File: config.mk
export PLATFORM = sky130hd
export DESIGN_NAME = ascii_to_scan
export DESIGN_NICKNAME = d
export VERILOG_FILES = /design/src/rtl/ps2_pkg.sv /design/src/rtl/ascii_scan_lut.sv /design/src/rtl/ascii_to_scan.sv
export SDC_FILE = /design/constraint.sdc
export NUM_CORES = 1
export LEC_CHECK = 0
export CAP_MARGIN = 20
export CELL_PAD_IN_SITES_DETAIL_PLACEMENT = 0
export CELL_PAD_IN_SITES_GLOBAL_PLACEMENT = 1
export CORE_MARGIN = 5
export CORE_UTILIZATION = 40
export CTS_CLUSTER_SIZE = 24
export DETAILED_ROUTE_END_ITERATION = 10
export DONT_BUFFER_PORTS = 1
export GPL_TIMING_DRIVEN = 1
export PLACE_DENSITY = 0.78
export SYNTH_ARGS = -nofsm -noshare
export SYNTH_HDL_FRONTEND = slang
export SYNTH_SLANG_ARGS = --single-unit
File: constraint.sdc
create_clock -name clk -period 2.9 [get_ports clk]
set_input_delay 0.58 -clock clk [delete_from_list [all_inputs] [get_ports clk]]
set_output_delay 0.58 -clock clk [all_outputs]
set_load 0.01 [all_outputs]
File: src/rtl/ps2_pkg.sv
// ============================================================================
// ps2_pkg : shared PS/2 set-2 constants, emitter FSM state and sequence helpers
// Rev 1.0 ; GAP state exists only when ASCII2SCAN_GAP_EN is defined
// ============================================================================
`default_nettype none

package ps2_pkg;

  localparam logic [7:0] SC_LSHIFT = 8'h12;
  localparam logic [7:0] SC_BREAK  = 8'hF0;
  localparam int         GAP_W     = 16;

  typedef enum logic [2:0] {
    IDLE,
    SH_MK,
    KEY_MK,
    KEY_F0,
    KEY_BRK,
    SH_F0,
    SH_BRK
`ifdef ASCII2SCAN_GAP_EN
    , GAP
`endif
  } state_t;

  function automatic state_t seq_next(input state_t s, input logic shift);
    case (s)
      SH_MK:   seq_next = KEY_MK;
      KEY_MK:  seq_next = KEY_F0;
      KEY_F0:  seq_next = KEY_BRK;
      KEY_BRK: seq_next = shift ? SH_F0 : IDLE;
      SH_F0:   seq_next = SH_BRK;
      default: seq_next = IDLE;
    endcase
  endfunction

  // Byte presented on out_data while sitting in state s.
  function automatic logic [7:0] seq_byte(input state_t s, input logic [7:0] code);
    case (s)
      SH_MK, SH_BRK:   seq_byte = SC_LSHIFT;
      KEY_MK, KEY_BRK: seq_byte = code;
      KEY_F0, SH_F0:   seq_byte = SC_BREAK;
      default:         seq_byte = 8'h00;
    endcase
  endfunction

endpackage

`default_nettype wire

File: src/rtl/ascii_scan_lut.sv
// ============================================================================
// ascii_scan_lut : combinational ASCII -> {hit, shift, set-2 make code}
// Rev 1.0
// ============================================================================
`default_nettype none

module ascii_scan_lut (
  input  logic [7:0] ascii_i,
  output logic       hit_o,
  output logic       shift_o,
  output logic [7:0] code_o
);

  localparam logic [7:0] LETTER_CODE [26] = '{
    8'h1C, 8'h32, 8'h21, 8'h23, 8'h24, 8'h2B, 8'h34, 8'h33, 8'h43, 8'h3B,
    8'h42, 8'h4B, 8'h3A, 8'h31, 8'h44, 8'h4D, 8'h15, 8'h2D, 8'h1B, 8'h2C,
    8'h3C, 8'h2A, 8'h1D, 8'h22, 8'h35, 8'h1A
  };
  localparam logic [7:0] DIGIT_CODE [10] = '{
    8'h45, 8'h16, 8'h1E, 8'h26, 8'h25, 8'h2E, 8'h36, 8'h3D, 8'h3E, 8'h46
  };

  logic [4:0] lc_idx_w;
  logic [4:0] uc_idx_w;
  logic [3:0] dg_idx_w;

  assign lc_idx_w = 5'(ascii_i - 8'h61);
  assign uc_idx_w = 5'(ascii_i - 8'h41);
  assign dg_idx_w = 4'(ascii_i - 8'h30);

  always_comb begin
    hit_o   = 1'b1;
    shift_o = 1'b0;
    code_o  = 8'h00;
    if (ascii_i >= 8'h61 && ascii_i <= 8'h7A) begin
      code_o = LETTER_CODE[lc_idx_w];
    end else if (ascii_i >= 8'h41 && ascii_i <= 8'h5A) begin
      shift_o = 1'b1;
      code_o  = LETTER_CODE[uc_idx_w];
    end else if (ascii_i >= 8'h30 && ascii_i <= 8'h39) begin
      code_o = DIGIT_CODE[dg_idx_w];
    end else begin
      // Shifted symbols reuse the digit key they sit on.
      shift_o = 1'b1;
      case (ascii_i)
        8'h29:   code_o = DIGIT_CODE[0];
        8'h21:   code_o = DIGIT_CODE[1];
        8'h40:   code_o = DIGIT_CODE[2];
        8'h23:   code_o = DIGIT_CODE[3];
        8'h24:   code_o = DIGIT_CODE[4];
        8'h25:   code_o = DIGIT_CODE[5];
        8'h5E:   code_o = DIGIT_CODE[6];
        8'h26:   code_o = DIGIT_CODE[7];
        8'h2A:   code_o = DIGIT_CODE[8];
        8'h28:   code_o = DIGIT_CODE[9];
        8'h20: begin shift_o = 1'b0; code_o = 8'h29; end
        8'h0D: begin shift_o = 1'b0; code_o = 8'h5A; end
        default: begin hit_o = 1'b0; shift_o = 1'b0; end
      endcase
    end
  end

endmodule

`default_nettype wire

File: src/rtl/ascii_to_scan.sv
// ============================================================================
// ascii_to_scan : ASCII character -> PS/2 set-2 make/break byte stream
// Rev 1.0 ; ASCII2SCAN_GAP_EN adds GAP_CYCLES idle cycles after every byte
// ============================================================================
`default_nettype none

module ascii_to_scan
  import ps2_pkg::*;
#(
  parameter int GAP_CYCLES = 16
) (
  input  logic       clk,
  input  logic       rst,
  input  logic       in_valid,
  output logic       in_ready,
  input  logic [7:0] in_ascii,
  output logic       out_valid,
  input  logic       out_ready,
  output logic [7:0] out_data,
  output logic       busy,
  output logic       err
);

  state_t     state_q;
  logic [7:0] code_q;
  logic       shift_q;
  logic       out_valid_q;
  logic [7:0] out_data_q;
  logic       err_q;

  logic       lut_hit;
  logic       lut_shift;
  logic [7:0] lut_code;
  state_t     first_d;
  state_t     next_d;

  ascii_scan_lut u_lut (
    .ascii_i (in_ascii),
    .hit_o   (lut_hit),
    .shift_o (lut_shift),
    .code_o  (lut_code)
  );

  assign first_d = lut_shift ? SH_MK : KEY_MK;
  assign next_d  = seq_next(state_q, shift_q);

`ifdef ASCII2SCAN_GAP_EN
  localparam logic [GAP_W-1:0] GAP_LOAD = GAP_W'(GAP_CYCLES);
  state_t           ret_q;
  logic [GAP_W-1:0] cnt_q;
`else
  logic unused_gap_cfg;
  assign unused_gap_cfg = (GAP_CYCLES != 0);
`endif

  always_ff @(posedge clk) begin
    if (rst) begin
      state_q     <= IDLE;
      code_q      <= 8'h00;
      shift_q     <= 1'b0;
      out_valid_q <= 1'b0;
      out_data_q  <= 8'h00;
      err_q       <= 1'b0;
`ifdef ASCII2SCAN_GAP_EN
      ret_q       <= IDLE;
      cnt_q       <= '0;
`endif
    end else begin
      err_q <= 1'b0;
      case (state_q)
        IDLE: begin
          if (in_valid) begin
            if (lut_hit) begin
              code_q      <= lut_code;
              shift_q     <= lut_shift;
              state_q     <= first_d;
              out_valid_q <= 1'b1;
              out_data_q  <= seq_byte(first_d, lut_code);
            end else begin
              err_q <= 1'b1;
            end
          end
        end
`ifdef ASCII2SCAN_GAP_EN
        GAP: begin
          if (cnt_q == GAP_W'(1)) begin
            state_q     <= ret_q;
            out_valid_q <= (ret_q != IDLE);
            if (ret_q != IDLE) out_data_q <= seq_byte(ret_q, code_q);
          end else begin
            cnt_q <= cnt_q - GAP_W'(1);
          end
        end
`endif
        default: begin
          // Every emitting state holds out_valid high until the handshake.
          if (out_ready) begin
`ifdef ASCII2SCAN_GAP_EN
            state_q     <= GAP;
            ret_q       <= next_d;
            cnt_q       <= GAP_LOAD;
            out_valid_q <= 1'b0;
`else
            state_q     <= next_d;
            out_valid_q <= (next_d != IDLE);
            if (next_d != IDLE) out_data_q <= seq_byte(next_d, code_q);
`endif
          end
        end
      endcase
    end
  end

  assign in_ready  = (state_q == IDLE);
  assign busy      = (state_q != IDLE);
  assign out_valid = out_valid_q;
  assign out_data  = out_data_q;
  assign err       = err_q;

endmodule

`default_nettype wire

==> metrics.csv <==
stage,metric,value,unit
critical_path,cpPeakStageDelay,0.53,ns
yosys,synth_cell_types,75,
die,die_area,0.00729,mm2
critical_path,crit_fanout,12,
global_route,overflow,0,
yosys,syn_nets,300,
detailed_routing,firstDrtPassIters,4,
cells_and_area,fillers,546,
critical_path,critical_path_buf_inv_count,1,
job,maxCapViolCount,0,
yosys,synth_area_leaders,"dfxtp_1 18%, mux2i_1 5.3%, ha_1 5.0%",
yosys,synth_largest_area_cell,dfxtp_1,
global_route,grt_max_degree,39,
placed_design,dp_hpwl,4480,um
sta,slew_violations,0,
cts,cts_root_buf,clkbuf_8,
die,die_x,85.4,um
die,fp-row-count,27,
sta,worst_pin_slew,0.634,ns
yosys,synth-main-ff-cell,dfxtp_1,
cts,h-tree-depth,1,
critical_path,path_cells,inv_1 > ha_1 > or3b_1 > xnor2_4 > mux4_2 > a221oi_1 > a21o_1 > a31oi_1 > o21ai_1,
die,fp.dieH,85.4,um
cts,clk_pin_slew_worst_paths,0.08,ns
sta,slew-limit-headroom,0.576,
yosys,ys_warn_count,0,
cells_and_area,final_util,0.437,
sta,layout_setup_ws,0.352,ns
cts,cts_tree,yes,
placed_design,dp_cells,345,
global_route,grt_pass1_vias,2048,
sta,tns,0,ns
detailed_routing,ant_nets,0,
placed_design,placed_cell_area,0.00236,mm2
sta,setup_viol_count_final,0,
critical_path,crit_required,3.10,ns
sta,min_period,2.55,ns
cells_and_area,nets,299,
sta,fin_crit_sh,0.879,
detailed_routing,drt_iter0_drc,172,
critical_path,worst_path_max_delay_cell,or3b_1,
placed_design,routabilityCongestion,0.835,
placed_design,pre_cts_slack,0.0656,ns
cts,cts_setup_buffers,0,
critical_path,cp_top_family,compound AO/OA/AOI/OAI gates,
cts,cts-resized-gates,0,
cells_and_area,syn2layout_area_growth,5.72,%
cts,clock_sinks,21,
cts,numCtsBuffers,3,
power,leakage,0.876,nW
cells_and_area,final_cells,349,
sta,holdWs,0.371,ns
critical_path,crit_path_end_kind,flop,
detailed_routing,num_vias,2128,
sta,hold_violations,0,
run_status,status,"complete, no violations",
critical_path,crit_arrival,2.75,ns
yosys,ys_ff_latch,21,
power,power_density,399,mW/mm2
global_route,grt_pass1_wl,10400,um
critical_path,r2r_setup_slack,0.65,ns
detailed_routing,vias_per_cell,6.10,
critical_path,critPathKind,input port to flop,
die,boundaryPins,24,
detailed_routing,drc_errors,0,
yosys,synth_top_area_share,0.185,
critical_path,worst_setup_path_start_kind,input port,
die,start_util,0.413,
power,max-vdd-ir-drop,330,uV
min_path,hold_class,input port to flop,
cells_and_area,drive_above_1_share,0.188,
sta,rsz0062_at_grt,no,
cts,clk_latency,0.27,ns
die,core-area,0.00551,mm2
global_route,gr-usage-all-layers,0.172,
yosys,synthCells,279,
global_route,antenna_found_initial,0,
cts,postCtsHoldBufs,0,
detailed_routing,wl_per_cell,17.6,um
cells_and_area,design_area,0.00240,mm2
sta,skew,0.00227,ns
detailed_routing,wirelength,6130,um
placed_design,port-buffer-count,0,
power,finalPower,0.959,mW
yosys,syn_avg_cell_area,8.15,um2
cts,clockBufferDepth,2,
yosys,syn_area,0.00227,mm2
sta,timing.fmax,392,MHz
yosys,synth_edf_count,0,
cells_and_area,diodes,0,
yosys,ys_async_sr_fraction,0,
yosys,ys_seq_area_frac,0.185,
## worst reg2reg max path, cell delays in order (launching register included)
cell and delay (ns):
dfxtp_1 0.39, or3_1 0.58, inv_2 0.19, nand2_1 0.14
a22oi_1 0.26, nand2_1 0.24, o41ai_2 0.35
## area by class of cell
class / count / area, um2 / area share
clock inverter: 1 / 5.00 / 0.00208
inverter: 14 / 57.6 / 0.0239
clock buffer: 3 / 41.3 / 0.0172
timing repair buffer: 16 / 120 / 0.0499
sequential: 21 / 420 / 0.175
multi-input combinational: 222 / 1670 / 0.695
tap: 72 / 90.1 / 0.0375
## Yosys cell counts (7+ instances only)
| library cell | instances |
|---|---|
| a21oi_1 | 17 |
| mux2i_1 | 12 |
| ha_1 | 9 |
| nor2_1 | 18 |
| nand2_1 | 22 |
| dfxtp_1 | 21 |
| a22oi_1 | 8 |
| inv_1 | 11 |
| o21ai_0 | 17 |
| nor3_1 | 7 |
| buf_2 | 9 |
| clkbuf_1 | 7 |
## placed cells by master (no fill, tap or decap), drive strengths merged, types with 4 or more instances in the layout
cell type / n
a221oi: 6
buf: 16
nor2b: 6
nor3: 8
nor2: 20
inv: 13
o22ai: 6
nand3b: 6
a22oi: 8
ha: 9
a21oi: 17
o21bai: 4
o211ai: 7
dfxtp: 21
mux2i: 12
a31oi: 7
o21ai: 18
xor2: 4
a211oi: 5
nand2: 22
nand2b: 6
## path summary, 6_finish.rpt
path / from / endpoint / depth (start not counted)
worst max-delay path: in_ascii[1] / out_data[3] / 9
worst min-delay path: rst / out_data[5] / 1
worst min register to register: code_q[2] / code_q[2] / 2
worst max register to register: state_q[2] / out_data[4] / 6
## power breakdown
group,internal (mW),total [mW],switching (mW)
Sequential,0.322,0.363,0.0410
Clock,0.0960,0.197,0.101
Combinational,0.163,0.399,0.236
Total,0.581,0.959,0.378
## flip-flops by register name, indices dropped and copies added, names as in the netlist
| register | flops |
|---|---|
| code_q | 7 |
| out_data | 8 |
| out_valid | 1 |
| shift_q | 1 |
| err | 1 |
| state_q | 3 |
## per-layer routing
layer	share of wire	global-route usage	wire [um]
met4	0.023	0.0590	142
met2	0.47	0.264	2880
met3	0.057	0.0359	351
met5	0	0	0
met1	0.45	0.237	2760
## cells by family (layout without fill, tap and decap cells)
kind of cell	count (synthesis)	after routing	share of synthesized area
AND/OR/NAND/NOR	94	94	0.238
adder cells (fa/ha/maj)	9	9	0.0495
multiplexers	13	13	0.0627
XOR/XNOR	6	6	0.0314
flip-flops	21	21	0.185
buffers and inverters	36	34	0.0809
AO/OA/AOI/OAI	100	100	0.353
Power figures use the tool's default switching activity.
